--- src/rtl/io_handler.sv ---
// User I/O front end: debounced mode-select button stepping a one-hot mode
// register, mode LEDs, and a pulse-stretched communication-activity LED.
module io_handler #(
    parameter int unsigned MODE_WIDTH        = 4,
    parameter bit          BUTTON_ACTIVE_LOW = 1'b1,
    parameter int unsigned DEBOUNCE_COUNT    = 8,
    parameter int unsigned COMM_LED_HOLD     = 1_200_000
) (
    input  logic                  sys_clk,
    input  logic                  sys_rst,
    input  logic                  mode_select_btn,
    input  logic                  comm_active,
    output logic [MODE_WIDTH-1:0] mode_select,
    output logic [MODE_WIDTH-1:0] mode_leds,
    output logic                  comm_active_led
);

    localparam int unsigned DB_W   = $clog2(DEBOUNCE_COUNT + 1);
    localparam int unsigned HOLD_W = (COMM_LED_HOLD > 0) ? $clog2(COMM_LED_HOLD + 1) : 1;

    localparam logic              BTN_RELEASED = BUTTON_ACTIVE_LOW;
    localparam logic [DB_W-1:0]   DB_LAST      = DB_W'(DEBOUNCE_COUNT - 1);
    localparam logic [HOLD_W-1:0] HOLD_LOAD    = HOLD_W'(COMM_LED_HOLD);

    logic                  sync1_q, sync1_d;
    logic                  sync2_q, sync2_d;
    logic                  db_q, db_d;
    logic [DB_W-1:0]       db_cnt_q, db_cnt_d;
    logic [MODE_WIDTH-1:0] mode_q, mode_d;
    logic [HOLD_W-1:0]     hold_q, hold_d;
    logic                  led_q, led_d;

    logic                  btn_pressed;
    logic                  press_edge;

    // Synchronize, normalise to pressed=1, debounce, and step the mode.
    always_comb begin
        sync1_d     = mode_select_btn;
        sync2_d     = sync1_q;
        btn_pressed = sync2_q ^ BUTTON_ACTIVE_LOW;
        db_d        = db_q;
        db_cnt_d    = '0;

        if (btn_pressed != db_q) begin
            if (db_cnt_q == DB_LAST) begin
                db_d = ~db_q;
            end else begin
                db_cnt_d = db_cnt_q + DB_W'(1);
            end
        end

        press_edge = db_d & ~db_q;
        mode_d     = mode_q;
        if (press_edge) begin
            mode_d = {mode_q[MODE_WIDTH-2:0], mode_q[MODE_WIDTH-1]};
        end
    end

    // Activity LED: reload on activity, count down the stretch afterwards.
    always_comb begin
        hold_d = hold_q;
        led_d  = 1'b0;
        if (comm_active) begin
            hold_d = HOLD_LOAD;
            led_d  = 1'b1;
        end else if (hold_q != '0) begin
            hold_d = hold_q - HOLD_W'(1);
            led_d  = 1'b1;
        end
    end

    always_ff @(posedge sys_clk) begin
        if (sys_rst) begin
            sync1_q  <= BTN_RELEASED;
            sync2_q  <= BTN_RELEASED;
            db_q     <= 1'b0;
            db_cnt_q <= '0;
            mode_q   <= MODE_WIDTH'(1);
            hold_q   <= '0;
            led_q    <= 1'b0;
        end else begin
            sync1_q  <= sync1_d;
            sync2_q  <= sync2_d;
            db_q     <= db_d;
            db_cnt_q <= db_cnt_d;
            mode_q   <= mode_d;
            hold_q   <= hold_d;
            led_q    <= led_d;
        end
    end

    assign mode_select     = mode_q;
    assign mode_leds       = mode_q;
    assign comm_active_led = led_q;

endmodule

--- config.mk ---
export PLATFORM = sky130hd
export DESIGN_NAME = io_handler
export DESIGN_NICKNAME = d
export VERILOG_FILES = /design/src/rtl/io_handler.sv
export SDC_FILE = /design/constraint.sdc
export NUM_CORES = 1
export LEC_CHECK = 0
export CAP_MARGIN = 40
export CORE_ASPECT_RATIO = 0.8
export CORE_UTILIZATION = 55
export CTS_CLUSTER_SIZE = 40
export DETAILED_ROUTE_END_ITERATION = 12
export GPL_ROUTABILITY_DRIVEN = 0
export PLACE_DENSITY = 0.86
export SLEW_MARGIN = 20
export SYNTH_ARGS = -nofsm -noshare
export SYNTH_HDL_FRONTEND = slang
export SYNTH_SLANG_ARGS = --single-unit
--- constraint.sdc ---
create_clock -name sys_clk -period 5.7 [get_ports sys_clk]
set_input_delay 0.57 -clock sys_clk [delete_from_list [all_inputs] [get_ports sys_clk]]
set_output_delay 0.57 -clock sys_clk [all_outputs]
set_load 0.01 [all_outputs]
==> results.rst, run 1 <==
.. list-table::
   :header-rows: 1

   * - Metric
     - Value
   * - Result of the run
     - complete, no violations
   * - # resized after CTS
     - 0
   * - Pin count of the biggest net entering global routing
     - 28
   * - Combinational share of power
     - 0.181
   * - Proportion of synthesized chip area in sequential cells
     - 0.409
   * - Final core utilization
     - 0.636
   * - Clock tree from TritonCTS
     - built
   * - Most frequent cells in the layout
     - 33 x sky130_fd_sc_hd__dfxtp_1, 15 x sky130_fd_sc_hd__nand2_1, 13 x sky130_fd_sc_hd__nor2_1
   * - Area enclosed by the die boundary
     - approximately 0.0032 mm^2
   * - Kind of capture point of the worst setup path
     - flop
   * - Number of standard-cell rows in the floorplan
     - 17
   * - Pwr per Cell Area
     - about 270 mW/mm^2
   * - Routed via count divided by cell count
     - 6.31
   * - Chip Height
     - slightly above 50 um
   * - Part of the total power dissipated in the clock network
     - 0.269
   * - Sw power
     - approximately 0.00014 W
   * - Proportion of synthesized flip-flops having asynchronous set or reset
     - 0
   * - Vias in the first global route
     - 1351
   * - All-layer global routing usage
     - 0.239
   * - Number of synthesized flops with an enable pin
     - 0
   * - Proportion of layout cells with a drive suffix above 1
     - 0.0899
   * - Switch share
     - 0.308
   * - Final hold slack
     - 0.414 ns
   * - Initial antenna violation count
     - 0
   * - Crit share post-route
     - 0.401
   * - HPWL after detailed placement
     - 2410 um
   * - Transition time at the pin with the least slew margin
     - 0.834 ns
   * - Initial standard-cell utilization of the core
     - 0.584
   * - Total via count in the routed design
     - 1432
   * - Syn Inst Count
     - 180
   * - Final-layout setup total negative slack
     - 0 ns
   * - Leakage power
     - slightly above 0.6 nW
   * - Antenna Cells
     - 0
   * - Worst-case vdd ir drop
     - roughly 0.20 mV
   * - Worst hold path type
     - reg -> reg
   * - Internal power component
     - between 0.0003 and 0.0004 W
   * - Achievable frequency
     - 438 MHz
   * - Total setup violations reported at the end of the flow
     - 0
   * - Pins Over Slew Limit
     - 0
   * - Synth Net Count
     - 187
   * - Max Fanout on Critical Path
     - 27
   * - Count of input and output buffers
     - 12
   * - Number of detailed-routing iterations run before antenna repair
     - 5
   * - Worst Setup Path Type
     - in -> reg
   * - Standard cell core area
     - between 0.002 and 0.003 mm^2
   * - YS warnings
     - 0
   * - Number of violations reported at the end of detailed-routing iteration 0
     - a little over 70
   * - Total CTS buffers
     - 5
   * - DIE WIDTH
     - between 60 and 70 um
   * - Post-route minimum period
     - 2.28 ns
   * - Number of nets with antenna violations after detailed routing
     - 0
   * - Max capacitance violation total
     - 0
   * - Number of inserted filler cells in the final layout
     - 226
   * - Standard cell with the maximum stage delay on the critical path
     - sky130_fd_sc_hd__clkdlybuf4s50_1
   * - Cell Count Post-Placement
     - 219
   * - Post-Syn Area
     - 0.00162 mm^2
   * - Number of levels in the clock H-tree
     - 2
   * - Total Power Consumption
     - about 0.00047 W
   * - Arrival time of data at the critical path endpoint
     - approximately 2.5 ns
   * - Clock latency on the worst-skew pair
     - about 0.34 ns
   * - Worst setup skew after layout
     - 0.00777 ns
   * - Worst Path Required
     - 5.95 ns
   * - Clock root cell
     - sky130_fd_sc_hd__clkbuf_4
   * - FF+latch count, synth
     - 33
   * - Total wirelength of the detailed-routed design
     - 3460 um
   * - Post-CTS Repair Setup Buffers
     - 0
   * - Max-slew headroom at the worst pin
     - 0.442
   * - Most common cell after layout, fill and taps aside
     - sky130_fd_sc_hd__dfxtp_1
   * - RSZ-0062 raised after global routing
     - no
   * - Number of different library cells in the post-synthesis netlist
     - 47
   * - Wire length of the first global-routing pass
     - 5780 um
   * - Syn Area/Cell
     - ~9.0 um^2
   * - Number of hold-repair buffers added at the cts stage
     - 0
   * - Clk pin slew, worst setup/hold paths
     - 0.10 ns
   * - Total I/O pin count
     - 13
   * - Endpoints failing hold
     - 0
   * - Longest Clk Path Bufs
     - 2
   * - Area growth, synth to finish
     - 8.83%
   * - Category of the worst setup path launch point
     - input pin
   * - Remaining global-route overflow
     - 0
   * - Clock sink total
     - 33
   * - Synth Flop Type
     - sky130_fd_sc_hd__dfxtp_1
   * - Critical path, cell by cell
     - clkdlybuf4s50_1, nor2_1, o311ai_0, o31ai_1
   * - Routed wirelength normalized by instance count
     - roughly 15 um
   * - NumNets Final
     - around 200
   * - Sequential share of power
     - 0.550
   * - Residual DRC count
     - 0
   * - Largest incremental delay on the critical path
     - ~0.83 ns
   * - Post-route non-filler standard cell count
     - 227
==> synth_stat cells, types with 2 or more instances <==
| library cell | number | area [um^2] |
|---|---|---|
| sky130_fd_sc_hd__nand4_1 | 2 | 12.5 |
| sky130_fd_sc_hd__nor4_1 | 4 | 25.0 |
| sky130_fd_sc_hd__or2_2 | 4 | 25.0 |
| sky130_fd_sc_hd__or4_1 | 4 | 30.0 |
| sky130_fd_sc_hd__ha_1 | 3 | 37.5 |
| sky130_fd_sc_hd__mux2i_1 | 6 | 60.1 |
| sky130_fd_sc_hd__dfxtp_1 | 33 | 661 |
| sky130_fd_sc_hd__a31oi_1 | 7 | 43.8 |
| sky130_fd_sc_hd__nand2_1 | 15 | 56.3 |
| sky130_fd_sc_hd__xor2_1 | 2 | 17.5 |
| sky130_fd_sc_hd__inv_1 | 6 | 22.5 |
| sky130_fd_sc_hd__buf_4 | 7 | 52.6 |
| sky130_fd_sc_hd__nand3_1 | 9 | 45.0 |
| sky130_fd_sc_hd__clkbuf_1 | 2 | 7.51 |
| sky130_fd_sc_hd__nor2_1 | 13 | 48.8 |
| sky130_fd_sc_hd__a211o_1 | 2 | 17.5 |
| sky130_fd_sc_hd__nor3_1 | 3 | 15.0 |
| sky130_fd_sc_hd__or3_1 | 12 | 75.1 |
| sky130_fd_sc_hd__a21oi_1 | 8 | 40.0 |
| sky130_fd_sc_hd__a211oi_1 | 2 | 15.0 |
| sky130_fd_sc_hd__o21ai_0 | 3 | 15.0 |
| sky130_fd_sc_hd__o41ai_1 | 3 | 26.3 |
| sky130_fd_sc_hd__o31ai_1 | 6 | 45.0 |
==> final timing paths <==
path | start | end | slack (ns) | cells past startpoint
setup / recovery | sys_rst | hold_q[18] | 3.42 | 4
hold / removal | sync1_q | sync2_q | 0.41 | 1
setup reg to reg | hold_q[0] | hold_q[20] | 3.53 | 6
hold reg to reg | sync1_q | sync2_q | 0.41 | 1
==> final cells by class <==
cell class | instances | area [um^2] | area share
timing repair buffer | 12 | 120 | 0.0683
clock buffer | 6 | 41.3 | 0.0235
inverter | 6 | 22.5 | 0.0128
clock inverter | 2 | 10.0 | 0.00569
sequential | 33 | 661 | 0.376
multi-input combinational | 130 | 856 | 0.487
tap | 38 | 47.5 | 0.0270
==> flip-flops by register name, summed over array words and instances, names as in the netlist <==
register         count
sync2_q              1
db_cnt_q             4
db_q                 1
comm_active_led      1
sync1_q              1
mode_leds            4
hold_q              21
==> cell families (layout without fill, tap and decap cells) <==
group | count (synthesis) | count (layout) | share of synthesized area
AOI/OAI and AO/OA | 38 | 38 | 0.162
xor gates and xnor gates | 3 | 3 | 0.0163
adders and majority gates | 3 | 3 | 0.0232
buffers and inverters | 17 | 26 | 0.0612
DFF | 33 | 33 | 0.409
muxes | 6 | 6 | 0.0372
and+or+nand+nor | 80 | 80 | 0.291
==> routing by layer <==
metal / global-route usage / vias to the layer above / part of all wire
met3: 0.0932 / 14 / 0.072
met1: 0.272 / 658 / 0.44
li1: - / 689 / -
met2: 0.386 / 71 / 0.46
met4: 0.136 / 0 / 0.027
met5: 0 / - / 0
==> metrics by stage <==
| stage | worst slack (ns) | area (um^2) |
|---|---|---|
| global placement | 3.25 | 1710 |
| global route | 3.23 | 1760 |
| CTS | 3.41 | 1760 |
| detailed placement | 3.09 | 1710 |
| finish | 3.42 | 1760 |
| floorplan | 3.93 | 1620 |
==> critical path, delay by kind of cell <==
family	cells	cell delay [ns]
buffers and inverters	1	0.83
AO/OA/AOI/OAI	2	0.39
AND/OR/NAND/NOR	1	0.73
==> power by group through the flow <==
stage	Clock, W	Combinational (W)	Sequential, W
finish	0.000126	0.0000845	0.000257
global route	0.000139	0.0000921	0.000259
CTS	0.000127	0.0000828	0.000257
detailed placement	0	0.0000827	0.000262
global placement	0	0.0000784	0.000260
floorplan	0	0.0000673	0.000259
(Power assumes the default switching activity.)
==> inputs of run 2 (changes only) <==
--- a/config.mk
+++ b/config.mk
@@ -7,11 +7,11 @@
 export LEC_CHECK = 0
 export CAP_MARGIN = 40
 export CORE_ASPECT_RATIO = 0.8
-export CORE_UTILIZATION = 55
+export CORE_UTILIZATION = 51
 export CTS_CLUSTER_SIZE = 40
 export DETAILED_ROUTE_END_ITERATION = 12
 export GPL_ROUTABILITY_DRIVEN = 0
-export PLACE_DENSITY = 0.86
+export PLACE_DENSITY = 0.84
 export SLEW_MARGIN = 20
 export SYNTH_ARGS = -nofsm -noshare
 export SYNTH_HDL_FRONTEND = slang
==> constraint.sdc (replaced) <==
create_clock -name sys_clk -period 1.85 [get_ports sys_clk]
set_input_delay 0.185 -clock sys_clk [delete_from_list [all_inputs] [get_ports sys_clk]]
set_output_delay 0.185 -clock sys_clk [all_outputs]
set_load 0.01 [all_outputs]
==> run 2 against run 1 <==
Largest power group unchanged. Via count grew 9.1%. Sequential power increased to 3.1 times the previous value. Global-route usage up 2.8 points. Critical path type is now reg -> reg.
==> results.rst, run 2 (synthesized netlist as in run 1, its figures left out) <==
.. list-table::
   :header-rows: 1

   * - Metric
     - Value
   * - Most common cell after layout, fill and taps aside
     - sky130_fd_sc_hd__dfxtp_1
   * - Number of standard-cell rows in the floorplan
     - 17
   * - Vias in the first global route
     - around 1.5k
   * - Clock root cell
     - sky130_fd_sc_hd__clkbuf_8
   * - Endpoints failing hold
     - 0
   * - Worst setup skew after layout
     - between 0.006 and 0.007 ns
   * - Area enclosed by the die boundary
     - ~0.0034 mm^2
   * - NumNets Final
     - around 220
   * - Residual DRC count
     - 0
   * - Remaining global-route overflow
     - 0
   * - Arrival time of data at the critical path endpoint
     - ~2.0 ns
   * - Worst Setup Path Type
     - reg -> reg
   * - Kind of capture point of the worst setup path
     - flop
   * - Most frequent cells in the layout
     - 31 x sky130_fd_sc_hd__dfxtp_1, 25 x sky130_fd_sc_hd__buf_4, 15 x sky130_fd_sc_hd__nand2_1
   * - Max reg flops
     - 21
   * - Number of detailed-routing iterations run before antenna repair
     - 4
   * - Routed wirelength normalized by instance count
     - 16.1 um
   * - Final hold slack
     - approximately 0.42 ns
   * - Max-slew headroom at the worst pin
     - 0.788
   * - Longest Clk Path Bufs
     - 2
   * - Sw power
     - roughly 0.00050 W
   * - Switch share
     - 0.298
   * - Clk pin slew, worst setup/hold paths
     - about 0.070 ns
   * - Max Fanout on Critical Path
     - 7
   * - Number of nets with antenna violations after detailed routing
     - 0
   * - Number of levels in the clock H-tree
     - 2
   * - Category of the worst setup path launch point
     - flop
   * - Critical path, cell by cell
     - or4_4, or3_1, a211o_1, a21oi_1
   * - Count of input and output buffers
     - 12
   * - Worst reg2reg startpoint
     - hold_q[2]
   * - Number of violations reported at the end of detailed-routing iteration 0
     - 148
   * - Design area
     - ~0.0020 mm^2
   * - Internal power component
     - about 0.0012 W
   * - Total I/O pin count
     - 13
   * - Chip Height
     - roughly 52 um
   * - Clock sink total
     - 33
   * - Worst setup path startpoint
     - hold_q[2]
   * - RSZ-0062 raised after global routing
     - no
   * - Clock latency on the worst-skew pair
     - about 0.29 ns
   * - Crit share post-route
     - 0.967
   * - Achievable frequency
     - 559 MHz
   * - Total CTS buffers
     - 5
   * - Pins Over Slew Limit
     - 0
   * - Post-route non-filler standard cell count
     - roughly 250
   * - Initial antenna violation count
     - 0
   * - Final-layout setup total negative slack
     - 0 ns
   * - Combinational share of power
     - 0.218
   * - Largest incremental delay on the critical path
     - approximately 0.57 ns
   * - Result of the run
     - complete, no violations
   * - Transition time at the pin with the least slew margin
     - approximately 0.31 ns
   * - Post-route minimum period
     - about 1.8 ns
   * - Category of cells accounting for the largest share of critical-path delay
     - simple AND/OR/NAND/NOR gates
   * - Initial standard-cell utilization of the core
     - 0.563
   * - Dpl cell area
     - 0.00188 mm^2
   * - Total setup violations reported at the end of the flow
     - 0
   * - Cell Count Post-Placement
     - 241
   * - Number of buffer and inverter instances along the worst setup path
     - 0
   * - Pin count of the biggest net entering global routing
     - 21
   * - Final core utilization
     - 0.702
   * - Sequential share of power
     - 0.468
   * - Worst hold path type
     - reg -> reg
   * - Area growth, synth to finish
     - 24.9%
   * - Proportion of layout cells with a drive suffix above 1
     - 0.228
   * - R2R Setup Slk
     - slightly above 0.06 ns
   * - Max capacitance violation total
     - 0
   * - HPWL after detailed placement
     - about 2800 um
   * - Hold path startpoint
     - sync1_q
   * - Worst Path Required
     - between 2 and 2.5 ns
   * - Total wirelength of the detailed-routed design
     - 4070 um
   * - Clock tree from TritonCTS
     - built
   * - Standard cell with the maximum stage delay on the critical path
     - sky130_fd_sc_hd__or4_4
   * - Routed via count divided by cell count
     - approximately 6.2
   * - Worst-case vdd ir drop
     - 0.531 mV
   * - Top reg by flops
     - hold_q
   * - Antenna Cells
     - 0
   * - Wire length of the first global-routing pass
     - between 6000 and 7000 um
   * - Number of inserted filler cells in the final layout
     - between 200 and 250
   * - Pwr per Cell Area
     - 834 mW/mm^2
   * - Total via count in the routed design
     - between 1.5k and 2k
   * - Leakage power
     - between 0.7 and 0.8 nW
   * - All-layer global routing usage
     - 0.268
   * - DIE WIDTH
     - about 65 um
   * - Number of hold-repair buffers added at the cts stage
     - 0
   * - Part of the total power dissipated in the clock network
     - 0.313
   * - Standard cell core area
     - around 0.0029 mm^2
[run 2: through the flow]
step	total power [W]	setup WS, ns
floorplan	0.00100	0.0774
global placement	0.00111	0.0396
detailed placement	0.00113	-0.0703
CTS	0.00165	0.00249
global route	0.00175	0.00409
finish	0.00168	0.0620
[run 2: timing repair]
item / 4_1_cts / 5_1_grt
endpoints found under the hold margin: 0 / 0
pin swaps: 1 / 4
setup buffers: 0 / 4
gates resized for setup: 2 / 5
endpoints found under the setup margin: 9 / 16
[run 2: power by group through the flow]
stage	Combinational, W	Sequential [W]	Clock (W)
after global placement	0.000309	0.000798	0
after global routing	0.000395	0.000792	0.000563
after detailed placement	0.000329	0.000801	0
final	0.000367	0.000788	0.000527
after CTS	0.000335	0.000786	0.000533
after floorplan	0.000207	0.000797	0
[run 2: final timing paths]
kind / endpoint / cells past startpoint
max: hold_q[7] / 4
min reg2reg: sync2_q / 1
max reg2reg: hold_q[7] / 4
min: sync2_q / 1
[run 2: cell type report]
class	count	area (um^2)	share of cell area
repair buffers	38	328	0.163
multi-input cells	130	873	0.433
clock buffers	6	72.6	0.0360
flip-flops and latches	33	663	0.329
clock inverters	2	10.0	0.00496
inverters	6	22.5	0.0112
well taps	38	47.5	0.0236
[run 2: worst reg2reg max path, stage by stage (launching register included)]
cell and delay [ns]:
sky130_fd_sc_hd__dfxtp_2 0.37, sky130_fd_sc_hd__or4_4 0.57, sky130_fd_sc_hd__or3_1 0.41, sky130_fd_sc_hd__a211o_1 0.28, sky130_fd_sc_hd__a21oi_1 0.11
[run 2: layer usage]
layer / part of all wire / vias up / GRT usage
li1: - / 740 / -
met1: 0.42 / 742 / 0.287
met2: 0.49 / 67 / 0.462
met3: 0.055 / 14 / 0.0652
met4: 0.031 / 0 / 0.200
met5: 0 / - / 0
